**src/rtl/xkeypad_controller.sv**
```systemverilog
// 4x4 matrix keypad scanner: rotates an active-low column strobe, debounces full-scan
// frames and latches one key code per press for the CPU to poll over a tiny register bus.
module xkeypad_controller #(
  parameter int SCAN_DIV        = 50000,
  parameter int DEBOUNCE_FRAMES = 3
) (
  input  logic       clk,
  input  logic       rst,
  input  logic       kbd_sel,
  input  logic       addr,
  output logic [3:0] data_out,
  input  logic [3:0] rows,
  output logic [3:0] cols,
  output logic       key_valid
);
  localparam int CW = (SCAN_DIV > 1) ? $clog2(SCAN_DIV) : 1;
  localparam int DW = $clog2(DEBOUNCE_FRAMES + 1);
  localparam logic [DW-1:0] DMAX = DW'(DEBOUNCE_FRAMES);

  typedef enum logic [1:0] {IDLE, DEBOUNCE, HELD} state_t;

  logic [3:0]    rows_m_q, rows_s_q;
  logic [CW-1:0] cnt_q, cnt_d;
  logic [3:0]    cols_q, cols_d;
  logic          fhit_q, fhit_d;
  logic [3:0]    fcode_q, fcode_d;
  state_t        state_q, state_d;
  logic [3:0]    cand_q, cand_d;
  logic [DW-1:0] dcnt_q, dcnt_d, rcnt_q, rcnt_d;
  logic [3:0]    key_q, key_d;
  logic          valid_q, valid_d, ovr_q, ovr_d;

  logic       tick, frame_end, latch;
  logic [1:0] col_idx, samp_row;
  logic       samp_hit, f_hit;
  logic [3:0] f_code;

  assign tick      = (cnt_q == CW'(SCAN_DIV - 1));
  assign cnt_d     = tick ? '0 : cnt_q + 1'b1;
  assign cols_d    = tick ? {cols_q[2:0], cols_q[3]} : cols_q;
  assign frame_end = tick && (col_idx == 2'd3);

  always_comb begin
    case (cols_q)
      4'b1101: col_idx = 2'd1;
      4'b1011: col_idx = 2'd2;
      4'b0111: col_idx = 2'd3;
      default: col_idx = 2'd0;
    endcase
  end

  // Descending scan so the lowest pressed row is the last (winning) assignment.
  always_comb begin
    samp_row = 2'd0;
    for (int r = 3; r >= 0; r--)
      if (!rows_s_q[r]) samp_row = r[1:0];
  end
  assign samp_hit = ~&rows_s_q;

  // Column 0 starts a fresh frame; later columns only fill in if nothing hit yet.
  always_comb begin
    if (col_idx == 2'd0 || !fhit_q) begin
      f_hit  = samp_hit;
      f_code = {samp_row, col_idx};
    end else begin
      f_hit  = 1'b1;
      f_code = fcode_q;
    end
  end

  assign fhit_d  = (tick && !frame_end) ? f_hit  : fhit_q;
  assign fcode_d = (tick && !frame_end) ? f_code : fcode_q;

  always_comb begin
    state_d = state_q;
    cand_d  = cand_q;
    dcnt_d  = dcnt_q;
    rcnt_d  = rcnt_q;
    latch   = 1'b0;
    if (frame_end) begin
      case (state_q)
        IDLE: if (f_hit) begin
          cand_d = f_code;
          dcnt_d = DW'(1);
          if (DEBOUNCE_FRAMES == 1) begin
            latch   = 1'b1;
            state_d = HELD;
            rcnt_d  = '0;
          end else begin
            state_d = DEBOUNCE;
          end
        end
        DEBOUNCE: begin
          if (!f_hit) begin
            state_d = IDLE;
            dcnt_d  = '0;
          end else if (f_code == cand_q) begin
            dcnt_d = (dcnt_q == DMAX) ? dcnt_q : dcnt_q + 1'b1;
            if (int'(dcnt_q) + 1 >= DEBOUNCE_FRAMES) begin
              latch   = 1'b1;
              state_d = HELD;
              rcnt_d  = '0;
            end
          end else begin
            cand_d = f_code;
            dcnt_d = DW'(1);
          end
        end
        HELD: begin
          if (f_hit) begin
            rcnt_d = '0;
          end else begin
            rcnt_d = (rcnt_q == DMAX) ? rcnt_q : rcnt_q + 1'b1;
            if (int'(rcnt_q) + 1 >= DEBOUNCE_FRAMES) begin
              state_d = IDLE;
              rcnt_d  = '0;
              dcnt_d  = '0;
            end
          end
        end
        default: state_d = IDLE;
      endcase
    end
  end

  // A latch on the same edge as a read takes priority over the read's clear.
  always_comb begin
    key_d   = latch ? f_code : key_q;
    valid_d = valid_q;
    ovr_d   = ovr_q;
    if (kbd_sel && !addr) valid_d = 1'b0;
    if (kbd_sel &&  addr) ovr_d   = 1'b0;
    if (latch) begin
      valid_d = 1'b1;
      if (valid_q) ovr_d = 1'b1;
    end
  end

  always_ff @(posedge clk) begin
    if (rst) begin
      rows_m_q <= 4'hF;
      rows_s_q <= 4'hF;
      cnt_q    <= '0;
      cols_q   <= 4'b1110;
      fhit_q   <= 1'b0;
      fcode_q  <= '0;
      state_q  <= IDLE;
      cand_q   <= '0;
      dcnt_q   <= '0;
      rcnt_q   <= '0;
      key_q    <= '0;
      valid_q  <= 1'b0;
      ovr_q    <= 1'b0;
    end else begin
      rows_m_q <= rows;
      rows_s_q <= rows_m_q;
      cnt_q    <= cnt_d;
      cols_q   <= cols_d;
      fhit_q   <= fhit_d;
      fcode_q  <= fcode_d;
      state_q  <= state_d;
      cand_q   <= cand_d;
      dcnt_q   <= dcnt_d;
      rcnt_q   <= rcnt_d;
      key_q    <= key_d;
      valid_q  <= valid_d;
      ovr_q    <= ovr_d;
    end
  end

  assign cols      = cols_q;
  assign key_valid = valid_q;
  assign data_out  = addr ? {2'b00, ovr_q, valid_q} : key_q;

endmodule

```
**config.mk**
```make
export PLATFORM = sky130hd
export DESIGN_NAME = xkeypad_controller
export DESIGN_NICKNAME = d
export VERILOG_FILES = /design/src/rtl/xkeypad_controller.sv
export SDC_FILE = /design/constraint.sdc
export NUM_CORES = 1
export LEC_CHECK = 0
export ABC_CLOCK_PERIOD_IN_PS = 3800
export CORE_ASPECT_RATIO = 1.2
export CORE_MARGIN = 2
export CORE_UTILIZATION = 50
export CTS_BUF_LIST = sky130_fd_sc_hd__clkbuf_4 sky130_fd_sc_hd__clkbuf_8
export DETAILED_ROUTE_END_ITERATION = 16
export GPL_TIMING_DRIVEN = 0
export HOLD_SLACK_MARGIN = 0.15
export PLACE_DENSITY = 0.66
export SYNTH_ARGS = -nofsm -noshare
export SYNTH_HDL_FRONTEND = slang
export SYNTH_SLANG_ARGS = --single-unit
```
**constraint.sdc**
```tcl
create_clock -name clk -period 3.8 [get_ports clk]
set_clock_uncertainty 0.2 [all_clocks]
set_input_delay 0.76 -clock clk [delete_from_list [all_inputs] [get_ports clk]]
set_output_delay 0.76 -clock clk [all_outputs]
set_load 0.01 [all_outputs]
```
==> results.txt <==
Status -> finished clean
Max Slew Vio Count -> 0
Worst r2r src -> cols[0]
Share of cells above drive strength 1 -> 12.1%
Critical path peak fanout -> 6
Post-route ant nets -> 0
Dominant synthesized flop cell -> dfxtp_1
Leak -> 1.08 nW
First-pass detailed-route iteration total -> 4
Crit end category -> output pin
F_max -> 320 MHz
Number of synthesized flops with an enable pin -> 0
Switching portion of total power -> 21.6%
Most frequent cells in the layout -> dfxtp_1 (49), nor2_1 (46), nand2_1 (24)
Clk sinks -> 49
Worst Tran Pin Value -> 595 ps
Area grow syn2layout -> 13.9%
Drt total wl -> 4.96 mm
Cell-internal power -> 0.755 mW
Number of global-route vias before repair -> 1861
WP data required -> 2840 ps
Per-cell routed wire length -> 13.3 um
Pin count of the biggest net entering global routing -> 16
Hold violation count in the final report -> 0
Die span in y -> 82.3 um
R2R cell count -> 8
Worst hold stages -> 1
Seq/Total Area, Yosys -> 38.4%
CTS tree -> built
First-pass GRT wire length -> 8.31 mm
# diodes -> 0
Clock share of power -> 40.3%
Initial Util -> 51.7%
Total setup buffers inserted after CTS -> 0
Hold_ws -> 214 ps
Die width -> 69.2 um
Yosys reg bits -> 49
CTS max path bufs -> 2
Worst R2R Setup Slack -> 1250 ps
P per Cell Area -> 331 nW/um^2
Layout Nets -> 328
Top cell type's share of synthesized area -> 38.4%
Worst Path Arrival -> 2160 ps
Count of cell types in the netlist -> 58
Final cell count without fillers -> 373
Max IR drop VDD -> 0.000216 V
Hold EP -> rows_s_q[0]
Most common cell after layout, fill and taps aside -> dfxtp_1
Psw -> 0.208 mW
Area of the multi-input gates -> 1470 um^2
Io pins -> 17
Clk slew on worst S/H paths -> 90 ps
Relative slew margins -> 60.1%
Routed vias -> 2003
Setup crit start kind -> input port
Final setup vio count -> 0
Post-synthesis area per instance -> 8.84 um^2
Number of fill cells -> 441
Seq. cell area -> 981 um^2
CTS buffer count -> 5
Logic pwr share -> 5.3%
Total grt overflow -> 0
Remaining DRCs -> 0
Number of port buffers -> 16
Ys async rst share -> 0%
Reg-to-Reg End -> rcnt_q[1]
GPL Wtd Cong -> 0.792
Rows -> 28
Syn nets -> 305
Top cells by area, synth -> dfxtp_1 (38%), nor2_1 (6.8%), mux2i_1 (4.7%)
Hold_sp -> rows_m_q[0]
WS Path Type -> input port to output pin
Via density per instance -> 5.37
Setup TNS Final -> 0 ps
Hold Path Class -> flop to flop
Die Area -> 5700 um^2
Placed Cells -> 365
Post-DP HPWL -> 3.64 mm
Final Critical Period -> 3120 ps
Unrepaired setup endpoints after global routing -> false
Hold_buf cts -> 0
CTS HTree Levels -> 2
Initial antenna violation count -> 0
Clock root cell -> clkbuf_8
Synth Instances -> 289
Synth area leader -> dfxtp_1
Reg power frac -> 54.4%
Core ar. -> 4940 um^2
Tcrit/Tclk final -> 82.2%
GRT Total Usage -> 18.1%
First-iteration detailed-routing DRC count -> 70
Worst-Skew Late Latency -> 300 ps
Syn. warnings -> 0
Synthesized area -> 2550 um^2
Post-CTS sizing -> 0
Max Cap Viol -> 0
-- power groups by stage --
stage | clock [mW] | combinational [mW] | sequential [mW]
finish | 0.388 | 0.0513 | 0.524
floorplan | 0 | 0.0333 | 0.535
global route | 0.419 | 0.0568 | 0.525
detailed placement | 0 | 0.0514 | 0.536
global placement | 0 | 0.0509 | 0.536
CTS | 0.402 | 0.0519 | 0.524
-- area by class of cell --
class,count,area share [%]
Timing Repair Buffer,16,5.51
Clock inverter,2,1.29
Clock buffer,6,2.84
Sequential cell,49,33.7
Tap cell,60,2.58
Multi-Input combinational cell,219,50.6
Buffer,10,2.02
Inverter,11,1.42
-- synthesized netlist by cell type, types with 3 or more instances --
cell type,count
ha_1,8
nand4_1,8
a21oi_1,9
mux2i_1,12
clkbuf_1,5
and3_1,3
or3_1,3
nor2b_1,7
or2_2,9
nand3_1,10
dfxtp_1,49
nand2b_1,6
nor2_1,46
inv_1,11
o21ai_0,10
nand2_1,24
nor3_1,3
xnor2_1,7
xor2_1,9
-- worst max path at each step --
stage	start	to	depth (start not counted)
2_1_floorplan	cols[3]	key_q[3]	10
3_3_place_gp	addr	data_out[1]	3
3_5_place_dp	addr	data_out[1]	3
4_1_cts	addr	data_out[1]	3
5_1_grt	addr	data_out[0]	3
6_report	addr	data_out[1]	3
-- sequential cells by signal (all words and copies together), names as in the netlist --
name	cells
fhit_q	1
fcode_q	4
dcnt_q	2
rows_m_q	4
rows_s_q	4
cand_q	4
key_valid	1
ovr_q	1
rcnt_q	2
cols	4
key_q	4
cnt_q	16
state_q	2
-- routing by layer --
metal / part of all wire, % / track usage, %
met5: 0 / 0
met4: 1.8 / 7.65
met3: 3.0 / 4.00
met2: 48 / 33.5
met1: 47 / 20.3
-- per-stage QoR --
stage / power, mW / utilization, % / worst slack, ps / cell area [um^2]
6_report: 0.963 / 58.9 / 676 / 2910
5_1_grt: 1.00 / 58.9 / 634 / 2910
4_1_cts: 0.978 / 58.9 / 649 / 2910
3_5_place_dp: 0.587 / 56.5 / 653 / 2790
3_3_place_gp: 0.587 / 56.5 / 659 / 2790
2_1_floorplan: 0.568 / - / 1490 / 2550
-- cell families after synthesis --
logic type / count (synthesis) / synth area share (%)
buffers and inverters: 21 / 3.92
flip-flops: 49 / 38.4
multiplexers: 14 / 5.59
XOR/XNOR: 17 / 6.57
AND/OR/NAND/NOR: 140 / 29.4
adder cells (fa/ha/maj): 8 / 3.92
AO/OA/AOI/OAI: 40 / 12.2
-- worst max-delay path, stage by stage --
cell and delay, ps:
clkdlybuf4s50_1 570, mux2_2 360, clkdlybuf4s50_1 470
No activity file was read; power rests on OpenSTA's default activity.
==> variant: new RTL, same settings <==
Add an input register stage for `kbd_sel`, `addr` and `rows`, without a reset; this delays them by one clock.
--- a/src/rtl/xkeypad_controller.sv
+++ b/src/rtl/xkeypad_controller.sv
@@ -18,6 +18,16 @@
   localparam logic [DW-1:0] DMAX = DW'(DEBOUNCE_FRAMES);
 
   typedef enum logic [1:0] {IDLE, DEBOUNCE, HELD} state_t;
+
+  logic kbd_sel_q;
+  logic addr_q;
+  logic [3:0] rows_q;
+
+  always_ff @(posedge clk) begin
+    kbd_sel_q <= kbd_sel;
+    addr_q    <= addr;
+    rows_q    <= rows;
+  end
 
   logic [3:0]    rows_m_q, rows_s_q;
   logic [CW-1:0] cnt_q, cnt_d;
@@ -128,8 +138,8 @@
     key_d   = latch ? f_code : key_q;
     valid_d = valid_q;
     ovr_d   = ovr_q;
-    if (kbd_sel && !addr) valid_d = 1'b0;
-    if (kbd_sel &&  addr) ovr_d   = 1'b0;
+    if (kbd_sel_q && !addr_q) valid_d = 1'b0;
+    if (kbd_sel_q &&  addr_q) ovr_d   = 1'b0;
     if (latch) begin
       valid_d = 1'b1;
       if (valid_q) ovr_d = 1'b1;
@@ -152,7 +162,7 @@
       valid_q  <= 1'b0;
       ovr_q    <= 1'b0;
     end else begin
-      rows_m_q <= rows;
+      rows_m_q <= rows_q;
       rows_s_q <= rows_m_q;
       cnt_q    <= cnt_d;
       cols_q   <= cols_d;
@@ -170,7 +180,7 @@
 
   assign cols      = cols_q;
   assign key_valid = valid_q;
-  assign data_out  = addr ? {2'b00, ovr_q, valid_q} : key_q;
+  assign data_out  = addr_q ? {2'b00, ovr_q, valid_q} : key_q;
 
 endmodule
 
Behaviour: same outputs for any inputs over 10 cycles, from zero or initial values and one cycle with rst high; that may be too few to reach the edited logic, so the function may still have changed.
==> variant against the original RTL <==
- total power rose by 15%
- setup slack improved by 0.33 ns
- clock power rose by 18%
- sequential cell count rose by 6
- maximum frequency rose by 12%
- cell area fell by 2.0%
- critical endpoint is now fcode_q[2]$_SDFFE_PP0P_
- wire length fell by 11%
- area after synthesis fell by 2.5%
==> variant: results (changes against the original RTL) <==
| Metric | Value |
|---|---|
| Clock root cell | `clkbuf_8 (unchanged)` |
| Crit-path leading delay family | `simple AND/OR/NAND/NOR gates (was buffers and inverters)` |
| Vias in the first global route | `1711 (was 1861)` |
| Synth cell count leaders | `dfxtp_1 (55), nor2_1 (40) (was dfxtp_1 (49), nor2_1 (46), nand2_1 (24))` |
| Largest register FFs | `16 (unchanged)` |
| Global-route wire length before repair | `7570 µm (was 8310 µm)` |
| DRT iter0 DRCs | `86 (was 70)` |
| Hold Path Class | `reg -> reg (unchanged)` |
| Post-CTS setup buffers | `0 (unchanged)` |
| DP Wirelength | `3210 µm (was 3640 µm)` |
| Share of layout cells above drive strength 1 | `14.2% (was 12.1%)` |
| Clk_lat worst skew | `about 0.31 ns` |
| Post-synthesis sequential area ratio | `44.2% (was 38.4%)` |
| Maximum vdd drop | `0.344 mV (was 0.216 mV)` |
| Critical path's slowest cell | `or2b_1 (was clkdlybuf4s50_1)` |
| Nets | `292 (was 328)` |
| Top area cells in the synthesized netlist | `dfxtp_1 (44%), nor2_1 (6.0%), mux2i_1 (4.4%), xor2_1 (2.8%), or2_2 (2.8%) (was dfxtp_1 (38%), nor2_1 (6.8%), mux2i_1 (4.7%), ha_1 (3.9%), nand2_1 (3.5%))` |
| Num CTS Buffers | `5 (unchanged)` |
| Synth Net Count | `270 (was 305)` |
| CTS max path bufs | `2 (unchanged)` |
| Most common flop cell mapped by yosys | `dfxtp_1 (unchanged)` |
| Initial antenna violation count | `0 (unchanged)` |
| Gpl congestion | `0.791 (was 0.792)` |
| Cell Area, Placed | `2710 µm² (was 2790 µm²)` |
| Drt wl/cell | `12.8 µm (was 13.3 µm)` |
| Register name with the most flops | `cnt_q (unchanged)` |
| Vias/cell | `5.36 (was 5.37)` |
| Worst rel slew slack | `65.6% (was 60.1%)` |
| Leak Pwr | `1.07 nW (was 1.08 nW)` |
| Ys async rst share | `0% (unchanged)` |
| Max incr delay on CP | `0.37 ns (was 0.57 ns)` |
| Arrival @ worst endpoint | `2.79 ns (was 2.16 ns)` |
| Status | `complete, no violations (unchanged)` |
| H-tree levels | `2 (unchanged)` |
| PostCTS Resize Cnt | `0 (unchanged)` |
| Clock-pin slew on the worst setup and hold paths | `0.10 ns` |
| P_sw | `0.223 mW (was 0.208 mW)` |
| Initial DRT Pass Iterations | `4 (unchanged)` |
| Critical Path Fanout Max | `10 (was 6)` |
| YS warnings | `0 (unchanged)` |
| ANT cells | `0 (unchanged)` |
| Largest net degree at the start of global routing | `17 (was 16)` |
| Post-synthesis cell type count | `50 (was 58)` |
| Port buffer count | `15 (was 16)` |
| GRT Total Usage | `17.8% (was 18.1%)` |
| # rows | `28 (unchanged)` |
==> variant: area by class of cell <==
type | instances | area [µm²]
Buffer | 11 | 57.6
Sequential cell | 55 | 1100
Tap cell | 60 | 75.1
Clock buffer | 6 | 76.3
Inverter | 9 | 33.8
Timing Repair Buffer | 15 | 150
Multi-Input combinational cell | 184 | 1300
Clock inverter | 2 | 60.1
Fill cell | 455 | 2020
==> variant: kinds of logic (layout without fill, tap and decap cells) <==
kind of cell | after synthesis | in the layout | synth area share [%]
adder cells (fa/ha/maj) | 3 | 3 | 1.51
buffers and inverters | 20 | 43 | 3.67
XOR/XNOR | 17 | 17 | 7.34
multiplexers | 15 | 15 | 6.44
flip-flops | 55 | 55 | 44.2
AO/OA/AOI/OAI | 38 | 38 | 11.8
AND/OR/NAND/NOR | 111 | 111 | 25.0
==> variant: power by group through the flow <==
stage                     combinational [mW]  clock, mW  sequential (mW)
after floorplan                       0.0396          0            0.610
after global placement                0.0537          0            0.612
after detailed placement              0.0543          0            0.612
after CTS                             0.0545      0.469            0.599
after global routing                  0.0599      0.484            0.601
final                                 0.0538      0.456            0.599
==> variant: path summary, 6_finish.rpt <==
path | from | end | slack, ns | cells after the start
worst max-delay path | cnt_q[0]$_SDFF_PP0_ | fcode_q[2]$_SDFFE_PP0P_ | 1.01 | 9
worst min-delay path | rows_q[0]$_DFF_P_ | rows_m_q[0]$_SDFF_PP1_ | 0.21 | 1
worst max register to register | cnt_q[0]$_SDFF_PP0_ | fcode_q[2]$_SDFFE_PP0P_ | 1.01 | 9
worst min register to register | rows_q[0]$_DFF_P_ | rows_m_q[0]$_SDFF_PP1_ | 0.21 | 1
==> variant: layer usage <==
| layer | vias up | GRT usage [%] | part of all wire [%] |
|---|---|---|---|
| met5 | - | 0 | 0 |
| met4 | 0 | 5.40 | 1.9 |
| met3 | 8 | 4.16 | 2.9 |
| met2 | 27 | 30.4 | 48 |
| met1 | 856 | 21.9 | 47 |
| li1 | 942 | - | - |
==> variant: per-stage QoR <==
step	util [%]	cells	setup WS, ns	hold slack, ns
after global routing	58.5	342	0.777	0.222
after detailed placement	55.7	334	1.05	0.193
after floorplan	-	259	1.34	0.189
after CTS	58.5	342	0.988	0.215
after global placement	55.7	334	1.08	0.192
final	58.5	342	1.01	0.212
